[src/rtl/writeback_regfile_mp.sv]
// writeback_regfile_mp: LC3 writeback stage with an integrated multi-read-port
// register file. Selects the writeback source, commits it to R[dr], updates the
// NZP flags and serves NUM_RD_PORTS registered operand reads.
// Optional macro WB_BYPASS_EN: on a same-edge read of the register being
// written, the read port captures the new value instead of the old one.
module writeback_regfile_mp #(
  parameter int DATA_W       = 16,
  parameter int NUM_REGS     = 8,
  parameter int NUM_RD_PORTS = 2,
  localparam int AW          = $clog2(NUM_REGS)
) (
  input  logic                            clock,
  input  logic                            reset,
  input  logic                            enable_writeback,
  input  logic [1:0]                      W_Control,
  input  logic [DATA_W-1:0]               aluout,
  input  logic [DATA_W-1:0]               pcout,
  input  logic [DATA_W-1:0]               memout,
  input  logic [AW-1:0]                   dr,
  input  logic [NUM_RD_PORTS*AW-1:0]      sr,
  output logic [NUM_RD_PORTS*DATA_W-1:0]  VSR,
  output logic [2:0]                      psr,
  output logic                            enable_writeback_status,
  output logic [15:0]                     wb_count,
  output logic                            illegal_sel
);

  logic [DATA_W-1:0] regs [NUM_REGS];
  logic              commit;
  logic              illegal;
  logic [DATA_W-1:0] wdata;
  logic [2:0]        nzp;

  // Source select, commit qualification and NZP classification of the write value.
  always_comb begin
    commit  = enable_writeback && (W_Control != 2'd3);
    illegal = enable_writeback && (W_Control == 2'd3);
    wdata   = aluout;
    case (W_Control)
      2'd1:    wdata = pcout;
      2'd2:    wdata = memout;
      default: wdata = aluout;
    endcase
    if (wdata[DATA_W-1])
      nzp = 3'b100;
    else if (wdata == '0)
      nzp = 3'b010;
    else
      nzp = 3'b001;
  end

  // Register file write port; reset discards any write in flight.
  always_ff @(posedge clock or negedge reset) begin
    if (!reset) begin
      regs <= '{default: '0};
    end else if (commit) begin
      regs[dr] <= wdata;
    end
  end

  // Registered read ports; each port is independent and may alias another.
  always_ff @(posedge clock or negedge reset) begin
    if (!reset) begin
      VSR <= '0;
    end else begin
      for (int k = 0; k < NUM_RD_PORTS; k++) begin
`ifdef WB_BYPASS_EN
        if (commit && (sr[k*AW +: AW] == dr))
          VSR[k*DATA_W +: DATA_W] <= wdata;
        else
          VSR[k*DATA_W +: DATA_W] <= regs[sr[k*AW +: AW]];
`else
        VSR[k*DATA_W +: DATA_W] <= regs[sr[k*AW +: AW]];
`endif
      end
    end
  end

  // Condition codes, commit status, commit counter and sticky illegal flag.
  always_ff @(posedge clock or negedge reset) begin
    if (!reset) begin
      psr                     <= 3'b000;
      enable_writeback_status <= 1'b0;
      wb_count                <= 16'd0;
      illegal_sel             <= 1'b0;
    end else begin
      enable_writeback_status <= commit;
      if (commit) begin
        psr      <= nzp;
        wb_count <= wb_count + 16'd1;
      end
      if (illegal)
        illegal_sel <= 1'b1;
    end
  end

endmodule

[config.mk]
export PLATFORM = sky130hd
export DESIGN_NAME = writeback_regfile_mp
export DESIGN_NICKNAME = d
export VERILOG_FILES = /design/src/rtl/writeback_regfile_mp.sv
export SDC_FILE = /design/constraint.sdc
export NUM_CORES = 1
export LEC_CHECK = 0
export BUFFER_PORTS_ARGS = -buffer_cell sky130_fd_sc_hd__clkbuf_2
export CORE_AREA = 5 5 140 142
export DETAILED_ROUTE_END_ITERATION = 10
export DIE_AREA = 0 0 145 147
export HOLD_SLACK_MARGIN = 0.02
export PLACE_DENSITY = 0.69
export SETUP_SLACK_MARGIN = 0.15
export SLEW_MARGIN = 10
export SYNTH_ARGS = -nofsm -noshare
export SYNTH_HDL_FRONTEND = slang
export SYNTH_SLANG_ARGS = --single-unit
export TNS_END_PERCENT = 100
[constraint.sdc]
create_clock -name clock -period 2.3 [get_ports clock]
set_clock_uncertainty 0.2 [all_clocks]
set_input_delay 0.23 -clock clock [delete_from_list [all_inputs] [get_ports clock]]
set_output_delay 0.23 -clock clock [all_outputs]
set_load 0.01 [all_outputs]
==> metrics.csv <==
stage,metric,value,unit
outcome,outcome,completed,
logic_synthesis,postSynthCellCount,651,
floorplan,die_y,147,um
critical_path,crit_path_max_fanout,17,
sta,fmax,0.523,GHz
critical_path,critPathLaunchType,primary input,
logic_synthesis,synthTopCellsByCount,"dfrtp_1 (181), mux2_2 (94), nand2_1 (92), o21ai_0 (67), mux4_2 (64)",
layout,final_util,0.579,
logic_synthesis,synth_edf_count,0,
sta,timing.hold.ws,0.0630,ns
clock_tree,ctsResizeCount,0,
floorplan,die_area,0.0213,sq mm
critical_path,r2r_setup_slack,0.61,ns
grt,grt_max_degree,53,
route,wl_per_cell,22.6,um
clock_tree,numCtsBuffers,17,
placed_design,finalWeightedCongestion,0.799,
pwr,p_per_area,910,mW/mm^2
logic_synthesis,syn_nets,717,
layout,seq_area,0.00453,sq mm
grt,grt-ovfl-total,0,
sta,slew_headroom,0.565,
clock_tree,worstSkewPairLatency,0.43,ns
grt,grt_pass1_wl,36.9,mm
grt,grt_pass1_vias,6630,
logic_synthesis,synthMostInstantiatedCell,dfrtp_1,
logic_synthesis,synth.distinct_cells,41,
clock_tree,cts_setup_buffers,0,
placed_design,dp_hpwl,15.6,mm
layout,area_delta_synth_final,19.9,%
floorplan,initial_core_util,0.483,
logic_synthesis,async_flop_share,1.00,
route,postRouteAntennaNets,0,
critical_path,reg2reg_to,wb_count[15],
worst_hold_path,hold_depth,3,
logic_synthesis,netlist.area_leader.share,0.512,
route,drc_errors,0,
placed_design,port_buffers,114,
pwr,p_leak,4.82,nW
logic_synthesis,synth_area,0.00885,sq mm
layout,layout-drive-gt1-share,0.464,
logic_synthesis,synthTopCellsByArea,"dfrtp_1 (51%), mux4_2 (16%), mux2_2 (12%), nand2_1 (3.9%), o21ai_0 (3.8%)",
critical_path,worstReg2RegStart,wb_count[9],
critical_path,rr_worst_depth,4,
floorplan,io_pins,115,
worst_hold_path,min-delay-start,W_Control[1],
layout,fill_cells,1447,
clock_tree,cts_buffer_depth,2,
worst_hold_path,hp-class,in -> reg,
sta,finalHoldViolations,0,
grt,grt_use_total,0.223,
layout,nets,853,
critical_path,crit_end,psr[0],
clock_tree,cts_tree,built,
clock_tree,cts_hold_buf,2,
critical_path,crit_required,2.41,ns
clock_tree,cts.htree.levels,4,
layout,stdcell_count,1032,
sta,setup_viol,0,
clock_tree,path_clk_slew,0.07,ns
route,drtPass1Iterations,5,
route,totalWireLength,23.3,mm
sta,maxSlewViolCount,0,
critical_path,cp_data_arrival_time,2.03,ns
pwr,ir_drop,0.000531,V
route,vias_per_cell,5.89,
sta,rsz0062_at_grt,false,
logic_synthesis,yosysTopAreaCell,dfrtp_1,
sta,fin_crit_sh,0.832,
logic_synthesis,yosysSeqAreaShare,0.512,
critical_path,critPathLaunch,W_Control[0],
grt,antenna_found_initial,0,
layout,multi_input_area,0.00406,sq mm
floorplan,num_rows,50,
flow_run,maxCapViolCount,0,
clock_tree,clock_sinks,181,
route,first_iter_violations,519,
logic_synthesis,ys.flop_type,dfrtp_1,
layout,antennaDiodeCount,0,
sta,period_needed,1.91,ns
placed_design,placedCellCount,1000,
logic_synthesis,yosysWarningCount,0,
critical_path,critPathKind,in -> reg,
logic_synthesis,synth.avg_cell_area,13.6,sq um
floorplan,core,0.0183,sq mm
sta,tightestPinTransition,0.653,ns
route,via_count,6079,
clock_tree,cts_root_buffer,clkbuf_16,
logic_synthesis,ys_ff_latch,181,
floorplan,die_w,145,um
critical_path,end_kind,register,
## worst min-delay path by stage
stage | end | slack [ns]
global route | illegal_sel | 0.07
detailed placement | VSR[3] | 0.02
CTS | illegal_sel | 0.06
global placement | VSR[19] | 0.009
finish | illegal_sel | 0.06
floorplan | VSR[0] | -0.27
## layout by cell type, fill, tap and decap left out, drive strengths merged
cell type,count
a21o,1
a22o,1
a22oi,16
and2,1
and3,2
and4,2
buf,46
bufinv,3
clkbuf,133
clkinv,7
clkinvlp,1
dfrtp,181
dlygate4sd3,2
ha,4
inv,3
mux2,96
mux4,64
nand2,93
nand2b,1
nand3,7
nand3b,2
nand4,4
nor2,7
nor3,1
nor3b,2
nor4,4
o21a,16
o21ai,81
o31ai,1
or4,1
xnor2,13
xor2,2
## power breakdown
part	switching, W	leakage, nW	internal [W]
clock network	0.00119	0.291	0.00175
logic	0.000986	2.20	0.00127
registers	0.000532	2.33	0.00394
total	0.00271	4.82	0.00696
## worst max-delay path: stages
cell and delay [ns]:
clkbuf_2 0.13, inv_1 0.05, ha_1 0.32, buf_12 0.16, buf_4 0.15, nand2_1 0.07, o21ai_1 0.14, nor4_2 0.35
nand4_1 0.18, a22o_1 0.23
## cells by family after synthesis
kind of cell	Yosys count	share of synthesized area
and+or+nand+nor	127	0.0696
AOI/OAI and AO/OA	116	0.0840
buffers and inverters	48	0.0293
adders and majority gates	4	0.00565
muxes	160	0.285
DFF	181	0.512
xor gates and xnor gates	15	0.0148
## area by class of cell
class	instances	area share
Clock inverter	10	0.0124
Tap cell	234	0.0276
Timing Repair Buffer	161	0.106
Inverter	4	0.00153
Multi-Input combinational cell	422	0.383
Clock buffer	20	0.0430
Sequential cell	181	0.427
## stage by stage
step	worst slack, ns	TNS [ns]	instance area (sq um)	total power (W)
after floorplan	0.400	0	8850	0.00584
after global placement	0.0233	0	10000	0.00661
after detailed placement	-0.0203	-0.0203	10000	0.00676
after CTS	0.410	0	10600	0.00972
after global routing	0.253	0	10600	0.0101
final	0.386	0	10600	0.00966
## registers in the layout (all words and copies together) (netlist names)
signal,count
VSR,32
enable_writeback_status,1
illegal_sel,1
psr,3
regs,128
wb_count,16
## metal layers
layer / wire (um) / up-vias / global-route usage
li1: - / 2684 / -
met2: 12200 / 221 / 0.381
met3: 1220 / 42 / 0.0463
met1: 9220 / 3132 / 0.279
met4: 704 / 0 / 0.0913
met5: 0 / - / 0
Note: power is estimated with default switching activity, not from simulation.
